`config.mk`:
```
export PLATFORM = sky130hd
export DESIGN_NAME = fsm_burst_arb
export DESIGN_NICKNAME = d
export VERILOG_FILES = /design/src/rtl/fsm_burst_arb_pkg.sv /design/src/rtl/fsm_burst_arb_rr.sv /design/src/rtl/fsm_burst_arb.sv
export SDC_FILE = /design/constraint.sdc
export NUM_CORES = 1
export LEC_CHECK = 0
export BUFFER_PORTS_ARGS = -buffer_cell sky130_fd_sc_hd__buf_2
export CORE_AREA = 2 2 41 43
export CTS_BUF_LIST = sky130_fd_sc_hd__clkbuf_16
export CTS_CLUSTER_DIAMETER = 120
export CTS_CLUSTER_SIZE = 30
export DETAILED_ROUTE_END_ITERATION = 10
export DIE_AREA = 0 0 43 45
export PLACE_DENSITY = 0.77
export SLEW_MARGIN = 20
export SYNTH_ARGS = -nofsm -noshare
export SYNTH_HDL_FRONTEND = slang
export SYNTH_SLANG_ARGS = --single-unit
```
`constraint.sdc`:
```
create_clock -name clk -period 2.7 [get_ports clk]
set_clock_uncertainty 0.1 [all_clocks]
set_input_delay 0.405 -clock clk [delete_from_list [all_inputs] [get_ports clk]]
set_output_delay 0.405 -clock clk [all_outputs]
set_load 0.1 [all_outputs]
```
`src/rtl/fsm_burst_arb_pkg.sv`:
```
// Shared types and constants for the burst arbiter in front of the 2-bit symbol detector.
package fsm_burst_arb_pkg;

  typedef enum logic [1:0] {
    IDLE  = 2'd0,
    GRANT = 2'd1,
    RUN   = 2'd2
  } state_e;

  localparam logic ID_A  = 1'b0;
  localparam logic ID_B  = 1'b1;
  localparam int   SYM_W = 2;

  // Lone requester wins; on a tie the one not served last wins.
  function automatic logic rr_pick(input logic req_a, input logic req_b, input logic last_served);
    logic pick;
    if (req_a && req_b) begin
      pick = ~last_served;
    end else if (req_a) begin
      pick = ID_A;
    end else begin
      pick = ID_B;
    end
    return pick;
  endfunction

endpackage

```
`src/rtl/fsm_burst_arb_rr.sv`:
```
// Two-requester round-robin pick plus the last_served register, updated by a serve strobe.
module rr_arb2
  import fsm_burst_arb_pkg::*;
(
  input  logic clk,
  input  logic reset,
  input  logic req_a,
  input  logic req_b,
  input  logic serve,
  input  logic serve_id,
  output logic winner
);

  logic last_served_q;
  logic last_served_d;

  always_comb begin
    last_served_d = last_served_q;
    if (serve) begin
      last_served_d = serve_id;
    end else begin
      last_served_d = last_served_q;
    end
  end

  // B counts as served last out of reset so A takes the first tie.
  always_ff @(posedge clk) begin
    if (!reset) begin
      last_served_q <= ID_B;
    end else begin
      last_served_q <= last_served_d;
    end
  end

  assign winner = rr_pick(req_a, req_b, last_served_q);

endmodule

```
`src/rtl/fsm_burst_arb.sv`:
```
// Shares one 2-bit detector FSM between requesters A and B in bursts, owning its reset line.
// Optional per-requester burst counters are built when SYM_ARB_STATS_EN is defined.
module fsm_burst_arb
  import fsm_burst_arb_pkg::*;
#(
  parameter int MAX_BURST = 8
`ifdef SYM_ARB_STATS_EN
  ,
  parameter int CNT_W = 8
`endif
) (
  input  logic             clk,
  input  logic             reset,
  input  logic             a_valid,
  input  logic [SYM_W-1:0] a_sym,
  input  logic             a_last,
  output logic             a_ready,
  input  logic             b_valid,
  input  logic [SYM_W-1:0] b_sym,
  input  logic             b_last,
  output logic             b_ready,
  output logic [SYM_W-1:0] fsm_x,
  output logic             fsm_rst,
  input  logic [1:0]       fsm_z,
  output logic             resp_valid,
  output logic             resp_id,
  output logic [1:0]       resp_z,
  output logic             resp_last,
  output logic             resp_trunc,
  output logic             abort,
  output logic             busy
`ifdef SYM_ARB_STATS_EN
  ,
  output logic [CNT_W-1:0] a_bursts,
  output logic [CNT_W-1:0] b_bursts
`endif
);

  localparam logic [3:0] MAX_B = 4'(MAX_BURST);

  state_e     state_q, state_d;
  logic       grant_q, grant_d;
  logic [3:0] cnt_q, cnt_d;
  logic       resp_valid_q, resp_valid_d;
  logic       resp_id_q, resp_id_d;
  logic [1:0] resp_z_q, resp_z_d;
  logic       resp_last_q, resp_last_d;
  logic       resp_trunc_q, resp_trunc_d;
  logic       abort_q, abort_d;

  logic             winner_s;
  logic             serve_s;
  logic             g_valid_s;
  logic             g_last_s;
  logic [SYM_W-1:0] g_sym_s;
  logic [3:0]       cnt_inc_s;

  rr_arb2 u_rr (
    .clk      (clk),
    .reset    (reset),
    .req_a    (a_valid),
    .req_b    (b_valid),
    .serve    (serve_s),
    .serve_id (grant_q),
    .winner   (winner_s)
  );

  assign g_valid_s = (grant_q == ID_B) ? b_valid : a_valid;
  assign g_last_s  = (grant_q == ID_B) ? b_last  : a_last;
  assign g_sym_s   = (grant_q == ID_B) ? b_sym   : a_sym;
  assign cnt_inc_s = cnt_q + 4'd1;

  always_comb begin
    state_d      = state_q;
    grant_d      = grant_q;
    cnt_d        = cnt_q;
    resp_valid_d = 1'b0;
    resp_id_d    = grant_q;
    resp_z_d     = 2'b00;
    resp_last_d  = 1'b0;
    resp_trunc_d = 1'b0;
    abort_d      = 1'b0;
    serve_s      = 1'b0;
    fsm_rst      = 1'b1;
    fsm_x        = '0;
    a_ready      = 1'b0;
    b_ready      = 1'b0;
    case (state_q)
      IDLE: begin
        if (a_valid || b_valid) begin
          grant_d = winner_s;
          state_d = GRANT;
        end else begin
          state_d = IDLE;
        end
      end
      GRANT: begin
        cnt_d   = 4'd0;
        state_d = RUN;
      end
      RUN: begin
        fsm_rst = 1'b0;
        a_ready = (grant_q == ID_A);
        b_ready = (grant_q == ID_B);
        if (g_valid_s) begin
          fsm_x        = g_sym_s;
          resp_valid_d = 1'b1;
          resp_z_d     = fsm_z;
          cnt_d        = cnt_inc_s;
          // last wins over truncation when both land on the same symbol
          if (g_last_s) begin
            resp_last_d = 1'b1;
            serve_s     = 1'b1;
            state_d     = IDLE;
          end else if (cnt_inc_s == MAX_B) begin
            resp_last_d  = 1'b1;
            resp_trunc_d = 1'b1;
            serve_s      = 1'b1;
            state_d      = IDLE;
          end else begin
            state_d = RUN;
          end
        end else begin
          // No hold symbol exists for the detector, so the burst is void.
          abort_d = 1'b1;
          serve_s = 1'b1;
          state_d = IDLE;
        end
      end
      default: begin
        state_d = IDLE;
      end
    endcase
  end

  always_ff @(posedge clk) begin
    if (!reset) begin
      state_q      <= IDLE;
      grant_q      <= ID_A;
      cnt_q        <= 4'd0;
      resp_valid_q <= 1'b0;
      resp_id_q    <= 1'b0;
      resp_z_q     <= 2'b00;
      resp_last_q  <= 1'b0;
      resp_trunc_q <= 1'b0;
      abort_q      <= 1'b0;
    end else begin
      state_q      <= state_d;
      grant_q      <= grant_d;
      cnt_q        <= cnt_d;
      resp_valid_q <= resp_valid_d;
      resp_id_q    <= resp_id_d;
      resp_z_q     <= resp_z_d;
      resp_last_q  <= resp_last_d;
      resp_trunc_q <= resp_trunc_d;
      abort_q      <= abort_d;
    end
  end

  assign resp_valid = resp_valid_q;
  assign resp_id    = resp_id_q;
  assign resp_z     = resp_z_q;
  assign resp_last  = resp_last_q;
  assign resp_trunc = resp_trunc_q;
  assign abort      = abort_q;
  assign busy       = (state_q != IDLE);

`ifdef SYM_ARB_STATS_EN
  logic [CNT_W-1:0] a_bursts_q, a_bursts_d;
  logic [CNT_W-1:0] b_bursts_q, b_bursts_d;

  // Completed bursts only; aborts never raise resp_last.
  always_comb begin
    a_bursts_d = a_bursts_q;
    b_bursts_d = b_bursts_q;
    if (resp_last_d && (resp_id_d == ID_A) && (a_bursts_q != '1)) begin
      a_bursts_d = a_bursts_q + CNT_W'(1);
    end else if (resp_last_d && (resp_id_d == ID_B) && (b_bursts_q != '1)) begin
      b_bursts_d = b_bursts_q + CNT_W'(1);
    end else begin
      a_bursts_d = a_bursts_q;
      b_bursts_d = b_bursts_q;
    end
  end

  always_ff @(posedge clk) begin
    if (!reset) begin
      a_bursts_q <= '0;
      b_bursts_q <= '0;
    end else begin
      a_bursts_q <= a_bursts_d;
      b_bursts_q <= b_bursts_d;
    end
  end

  assign a_bursts = a_bursts_q;
  assign b_bursts = b_bursts_q;
`endif

endmodule
```
# Word level (Yosys, flattened, before mapping)
# Index checks and enable logic that the tools add are counted.
[totals]
input_bits = 12
wordCells = 53
regBits = 15
[op_classes]
reduce_logical = 10
n_addsub = 1
n_mux = 23
n_bitwise = 5
n_eq_ne = 4
[ops]
columns = ["op", "n"]
rows = [
  ["two-way mux 1 bit", 14],
  ["two-way mux 2 bit", 6],
  ["one-hot mux 4 bit (2 select lines)", 1],
  ["one-hot mux 2 bit (3 select lines)", 1],
  ["AND reduction 2 bit", 3],
  ["NOT 1 bit", 5],
  ["adder 4 x 1 -> 4 bit (second input constant)", 1],
  ["equality test 4 bit (second input constant)", 1],
  ["two-way mux 4 bit", 1],
  ["nonzero test 2 bit", 2],
  ["OR reduction 4 bit", 1],
  ["AND reduction 3 bit", 1],
  ["equality test 2 x 1 -> 1 bit (second input constant)", 1],
  ["equality test 2 bit (second input constant)", 1],
  ["logical NOT 2 bit", 1],
  ["!= test 2 bit (second input constant)", 1],
  ["logical AND 1 bit", 1],
  ["logical OR 1 bit", 1],
]

# Logic depth before layout (Yosys ltp)
# Gate-level depths: netlist of run 1.
[logic_depth]
depth_word = 6
mapped_depth = 5

# Cells and area by module
# From an unflattened synthesis of run 1, not the netlist that was laid out.
[unflattened]
hier_cells = 71
area_unflattened_um2 = 675.6
[modules_own_cells]
columns = ["module", "cells_each", "area_each_um2", "n_inst"]
rows = [
  ["fsm_burst_arb", 66, 633.1, 1],
  ["rr_arb2", 5, 42.5, 1],
]

# Worst setup path before layout of run 1
# Ideal clock, no wire load.
[synth_timing]
path_kind = "flip-flop to output port"
start = "reg state_q[1]"
end = "out a_ready"
path_stages_with_launch = 5
arrival_time_ps = 2433
setup_slack_ps = -238
required_time_ps = 2195
n_path_buf = 1
path_cell_list = "dfxtp_1 buf_2 and2b_1 inv_1 nor2_1"
[synth_via]
elab_chain_cells = 2
[synth_lines]
columns = ["item", "line_no", "source"]
rows = [
  ["start: declaration", "fsm_burst_arb.sv:41", "state_e state_q, state_d;"],
  ["start signal: assignment", "fsm_burst_arb.sv:148", "state_q <= state_d;"],
  ["equality test 2 bit", "fsm_burst_arb.sv:88", "case (state_q)"],
  ["two-way mux 1 bit", "fsm_burst_arb.sv:88", ""],
  ["end: declaration", "fsm_burst_arb.sv:17", "output logic a_ready,"],
]
# Every way passes these cells.

# Worst setup path after layout of run 1
[layout_timing]
start = "reg grant_q"
end = "out fsm_x[1]"
[layout_via]
elab_chain_cells = 3
word_cells_on_any_way = 4
classes_between = "4 x mux"
[layout_lines]
columns = ["item", "line_no", "source"]
rows = [
  ["start: declaration", "fsm_burst_arb.sv:42", "logic grant_q, grant_d;"],
  ["start signal: assignment", "fsm_burst_arb.sv:149", "grant_q <= grant_d;"],
  ["two-way mux 2 bit or two-way mux 1 bit (tied branches)", "fsm_burst_arb.sv:70, fsm_burst_arb.sv:68", ""],
  ["two-way mux 2 bit *", "fsm_burst_arb.sv:105", "if (g_valid_s) begin"],
  ["two-way mux 2 bit *", "fsm_burst_arb.sv:88", ""],
  ["end: declaration", "fsm_burst_arb.sv:22", "output logic [SYM_W-1:0] fsm_x,"],
]
# Every way passes the cells marked *; elsewhere a longest branch is shown, timed or not.

==> results.py, run 1 <==
metrics = {
    "critical_path": {
        "crit_fanout": 10,
        "path_cells": "mux2_4, nand2_1, nor2_1, buf_2",
        "end_kind": "output port",
        "crit_slowest_cell": "dfxtp_1",
        "crit_required_ns": 2.19,
        "cp.arrival_ns": 1.72,
        "crit_family": "flip-flops",
        "start_kind": "flop",
        "path_class": "flop to output port",
        "cp.buffers_inverters": 1,
        "max_stage_delay_ns": 0.57,
    },
    "timing": {
        "setup_violations": 0,
        "rsz0062_at_grt": "no",
        "period_share": 0.822,
        "slew_headroom": 0.676,
        "slew_violations": 0,
        "worstMarginPinSlew_ns": 0.489,
        "max_freq_mhz": 450,
        "period_needed_ns": 2.22,
        "hold_violations": 0,
        "setup_tns_ns": 0,
    },
    "drt": {
        "viasPerCell": 5.32,
        "vias": 660,
        "dr.pass1.iters": 4,
        "antenna_left": 0,
        "routedWlPerCell_um": 12.3,
        "wl_mm": 1.53,
        "post-route-drc-count": 0,
        "drt_iter0_markers": 12,
    },
    "power_and_ir_drop": {
        "p_comb_frac": 0.169,
        "p_switching_uw": 174,
        "p_int_uw": 452,
        "p_sw_frac": 0.278,
        "p_leak_uw": 0.000426,
        "seqPwrFrac": 0.385,
        "power_frac_clock": 0.446,
        "powerDensity_mw_per_mm2": 690,
        "total_power_uw": 627,
        "ir_drop_uv": 510,
    },
    "clock_network": {
        "cts_tree": "yes",
        "cts_root_buf": "clkbuf_16",
        "cts_sinks": 15,
        "clock_latency_ns": 0.24,
        "post_cts_buffers": 0,
        "cts_hold_buffers": 0,
        "cts_buffers": 3,
        "cts_resized": 0,
        "htree_levels": 1,
        "clock_path_buffers": 2,
        "clk_pin_slew_ns": 0.05,
    },
    "logic_synthesis": {
        "ys_ff_latch": 15,
        "synth_top_family_by_area": "simple AND/OR/NAND/NOR gates",
        "synth-adder-area-share": 0.0178,
        "synth_xor_area_frac": 0,
        "synth-compound-area-share": 0.149,
        "yosys_warnings": 0,
        "synth_cells": 82,
        "ys_types": 31,
        "synth_area_leaders": "dfxtp_1, nor2_1, mux2i_1",
        "synth_area_leader_cell": "dfxtp_1",
        "syn_area_sq_um": 703,
        "syn_area_per_cell_sq_um": 8.58,
        "seq_area_frac_synth": 0.427,
        "muxShareOfSynthArea": 0.0943,
        "netlist.area_leader.share": 0.427,
        "synthSimpleGateAreaFrac": 0.262,
        "syn_nets": 95,
    },
    "job": {
        "maxCapViolations": 0,
    },
    "run_status": {
        "status": "finished clean",
    },
    "cells_and_area": {
        "final_common_cell": "buf_2",
        "drive_gt1_frac": 0.306,
        "largest_reg_flops": 4,
        "areaGrowthSynthToFinish_pct": 29.2,
        "layout_common_cells": "buf_2, dfxtp_1, nor2_1",
        "antenna_cells": 0,
        "regMostFlops": "cnt_q",
        "nFillCells": 134,
        "nets": 122,
    },
    "placed_design": {
        "port_buffers": 24,
        "place_hpwl_mm": 1.11,
        "gp_congestion": 0.833,
    },
    "hold_path": {
        "hold_class": "input pin to flop",
    },
    "grt": {
        "antenna_found_initial": 0,
        "grt_overflow": 0,
        "grt_pass1_wl_mm": 2.68,
        "grt_max_degree": 11,
        "grt_usage": 0.190,
        "grt_pass1_vias": 635,
    },
    "die": {
        "fp-row-count": 14,
        "fp.dieArea_sq_mm": 0.00194,
        "fp.dieW_um": 43,
        "start_util": 0.478,
        "fp.dieH_um": 45,
        "io_pins": 25,
        "core_sq_mm": 0.00147,
    },
}
-- cell type report --
cell class,count,area (sq um),area share
clock buffers,3,75.1,0.0826
multi-input cells,60,370,0.408
inverters,5,18.8,0.0207
well taps,16,20.0,0.0220
clock inverters,1,3.75,0.00413
flip-flops and latches,15,300,0.331
repair buffers,24,120,0.132
-- cells by family (layout without fill, tap and decap cells) --
kind of cell             Yosys count  count (layout)
AO/OA/AOI/OAI                     15              15
AND/OR/NAND/NOR                   38              38
adder cells (fa/ha/maj)            1               1
flip-flops                        15              15
multiplexers                       6               6
buffers and inverters              7              33
-- per-stage QoR --
stage	hold WS, ns	area [sq um]	utilization	worst slack [ns]	instances
floorplan	0.386	706	-	0.204	82
global placement	0.411	830	0.564	0.772	120
detailed placement	0.419	830	0.564	0.737	120
CTS	0.258	908	0.617	0.475	124
global route	0.280	908	0.617	0.362	124
finish	0.262	908	0.617	0.480	124
-- power groups by stage --
stage / Sequential [uW] / Clock (uW) / Combinational, uW
2_1_floorplan: 252 / 0 / 77.4
3_3_place_gp: 245 / 0 / 105
3_5_place_dp: 245 / 0 / 105
4_1_cts: 241 / 289 / 106
5_1_grt: 242 / 298 / 113
6_report: 241 / 280 / 106
-- Yosys cell counts --
| master | number |
|---|---|
| ha_1 | 1 |
| dfxtp_1 | 15 |
| nand3b_1 | 1 |
| o21a_1 | 2 |
| o21ai_0 | 2 |
| o31ai_1 | 1 |
| mux2i_1 | 4 |
| mux2_2 | 1 |
| nand2_1 | 10 |
| and2_1 | 3 |
| nor3_1 | 2 |
| inv_1 | 4 |
| buf_6 | 1 |
| a21bo_2 | 1 |
| nand4b_1 | 1 |
| a21oi_1 | 4 |
| o22a_1 | 1 |
| a2bb2oi_1 | 1 |
| nand3_1 | 1 |
| and3_1 | 1 |
| nor2_1 | 13 |
| or3_1 | 2 |
| a32oi_1 | 1 |
| and2_2 | 2 |
| a31oi_1 | 1 |
| and2b_1 | 1 |
| a32o_1 | 1 |
| buf_2 | 1 |
| clkinv_1 | 1 |
| nand4_1 | 1 |
| mux2_4 | 1 |
-- path summary, 6_finish.rpt --
| check | cells after the start | slack [ns] | endpoint | startpoint |
|---|---|---|---|---|
| worst max register to register | 3 | 1.04 | u_rr.last_served_q | grant_q |
| worst max-delay path | 4 | 0.48 | fsm_x[1] | grant_q |
| worst min register to register | 2 | 0.43 | u_rr.last_served_q | u_rr.last_served_q |
| worst min-delay path | 2 | 0.26 | resp_z[1] | fsm_z[1] |
-- layer usage --
metal	share of wire	global-route usage	vias to the layer above
li1	-	-	333
met1	0.43	0.201	304
met2	0.48	0.339	19
met3	0.062	0.0560	4
met4	0.020	0.109	0
met5	0	0	-
Power figures use the tool's default switching activity.
==> run 2, diff against run 1 <==
ABC_AREA = 1   (was default)
CORE_AREA = 2 2 43 45   (was 2 2 41 43)
DIE_AREA = 0 0 45 47   (was 0 0 43 45)
PLACE_DENSITY = 0.7   (was 0.77)
clock period = 2 ns   (was 2.7 ns; I/O delays follow)
==> results.py, run 2 <==
metrics = {
    "logic_synthesis": {
        "synth_enable_flop_cells": 0,
        "seq_area_frac_synth": 0.462,
        "netlist.area_leader.share": 0.462,
        "synth_area_leaders": "dfxtp_1, nand2_1, inv_1",
        "synth_common_cells": "nand2_1, dfxtp_1, inv_1, nor2_1",
        "ys_ff_latch": 15,
        "postSynth.asyncResetShare": 0,
        "syn_area_per_cell_sq_um": 7.38,
        "synthFlopType": "dfxtp_1",
        "yosys_warnings": 0,
        "synth_cells": 88,
        "syn_nets": 101,
        "synth_most_common_cell": "nand2_1",
        "syn_area_sq_um": 649,
        "ys_types": 18,
        "synth_area_leader_cell": "dfxtp_1",
    },
    "grt": {
        "grt_pass1_wl_mm": 2.22,
        "grt_overflow": 0,
        "antenna_found_initial": 0,
        "grt_pass1_vias": 571,
        "grt_usage": 0.146,
        "grt_max_degree": 10,
    },
    "clock_network": {
        "cts_root_buf": "clkbuf_16",
        "clock_path_buffers": 2,
        "cts_hold_buffers": 0,
        "htree_levels": 1,
        "cts_sinks": 15,
        "cts_buffers": 3,
        "cts_tree": "yes",
        "clock_latency_ns": 0.24,
        "clk_pin_slew_ns": 0.05,
    },
    "cells_and_area": {
        "nets": 130,
        "post-route-util": 0.573,
        "regMostFlops": "cnt_q",
        "largest_reg_flops": 4,
        "nFillCells": 158,
        "layout_common_cells": "buf_2, nand2_1, dfxtp_1",
        "final_common_cell": "buf_2",
        "drive_gt1_frac": 0.362,
        "design_area_sq_um": 947,
        "antenna_cells": 0,
        "areaGrowthSynthToFinish_pct": 45.9,
    },
    "critical_path": {
        "crit_family": "buffers and inverters",
        "crit_required_ns": 1.60,
        "path_cells": "inv_1, nand2_4, nor2_4, inv_2, a21oi_4, buf_12",
        "start_kind": "flop",
        "crit_slowest_cell": "dfxtp_1",
        "crit_fanout": 6,
        "cp.buffers_inverters": 3,
        "max_stage_delay_ns": 0.31,
        "cp.arrival_ns": 1.40,
        "end_kind": "output port",
        "path_class": "flop to output port",
    },
    "run_status": {
        "status": "finished clean",
    },
    "timing": {
        "fin_ws_ns": 0.203,
        "rsz0062_at_grt": "no",
        "slew_violations": 0,
        "setup_violations": 0,
        "hold_violations": 0,
        "period_needed_ns": 1.80,
        "slew_headroom": 0.676,
        "worstMarginPinSlew_ns": 0.489,
        "setup_tns_ns": 0,
        "max_freq_mhz": 557,
        "period_share": 0.898,
    },
    "placed_design": {
        "port_buffers": 24,
        "pre_cts_ws_ns": 0.351,
        "place_hpwl_mm": 1.07,
        "postPlaceCellArea_sq_um": 866,
        "gp_congestion": 0.950,
    },
    "drt": {
        "antenna_left": 0,
        "viasPerCell": 4.83,
        "post-route-drc-count": 0,
        "dr.pass1.iters": 4,
        "vias": 643,
        "routedWlPerCell_um": 10.8,
        "drt_iter0_markers": 15,
        "wl_mm": 1.43,
    },
    "power_and_ir_drop": {
        "p_leak_uw": 0.000481,
        "ir_drop_uv": 499,
        "powerDensity_mw_per_mm2": 909,
    },
    "die": {
        "core_sq_mm": 0.00165,
        "fp.dieW_um": 45,
        "io_pins": 25,
        "fp-row-count": 15,
        "start_util": 0.393,
        "fp.dieArea_sq_mm": 0.00212,
        "fp.dieH_um": 47,
    },
    "hold_path": {
        "hold_class": "input pin to flop",
    },
    "job": {
        "maxCapViolations": 0,
    },
}
-- run 2: repair_timing --
item                                    CTS  global route
gates resized for setup                   0             1
endpoints found under the setup margin    0             2
hold endpoints to repair                  0             0
setup buffers                             0             0
-- run 2: worst reg2reg max path: stages (launching register included) --
cell	delay (ns)
dfxtp_1	0.40
ha_1	0.21
nand2_1	0.08
inv_1	0.06
nand3_1	0.15
nand3_1	0.15
nand2_1	0.07
nand2_1	0.06
nand2_1	0.04
-- run 2: area by class of cell --
type                            count  area, sq um  area share
Inverter                           15         56.3      0.0594
Multi-Input combinational cell     58          338       0.357
Sequential cell                    15          302       0.318
Tap cell                           17         21.3      0.0225
Clock buffer                        3         75.1      0.0793
Timing Repair Buffer               24          150       0.159
Clock inverter                      1         5.00     0.00528
-- run 2: through the flow --
stage                     hold slack (ns)  total power (uW)  instances
final                               0.169               861        133
after global routing                0.172               893        133
after CTS                           0.172               864        133
after detailed placement            0.347               483        129
after global placement              0.341               481        129
after floorplan                     0.312               447         88
-- run 2: worst paths after layout --
kind / startpoint / endpoint / slack [ns] / cells past startpoint
setup / recovery: state_q[0] / fsm_x[1] / 0.20 / 6
hold / removal: fsm_z[1] / resp_z[1] / 0.17 / 3
setup reg to reg: cnt_q[0] / u_rr.last_served_q / 0.57 / 8
hold reg to reg: u_rr.last_served_q / u_rr.last_served_q / 0.35 / 2
-- run 2: power by group --
part / internal (uW) / leakage, uW / switching [uW]
registers: 310 / 0.000122 / 9.17
logic: 37.9 / 0.000318 / 121
clock network: 267 / 0.0000409 / 117
-- run 2: logic make-up (layout without fill, tap and decap cells) --
family	count (synthesis)	in the layout	share of synthesized area
AO/OA/AOI/OAI	13	13	0.123
adder cells (fa/ha/maj)	1	1	0.0193
buffers and inverters	15	43	0.0867
flip-flops	15	15	0.462
AND/OR/NAND/NOR	44	44	0.308
-- run 2: routing by layer --
metal | wire length [um] | global-route usage
met1 | 579 | 0.170
met2 | 728 | 0.249
met3 | 95 | 0.0192
met4 | 27 | 0.100
met5 | 0 | 0
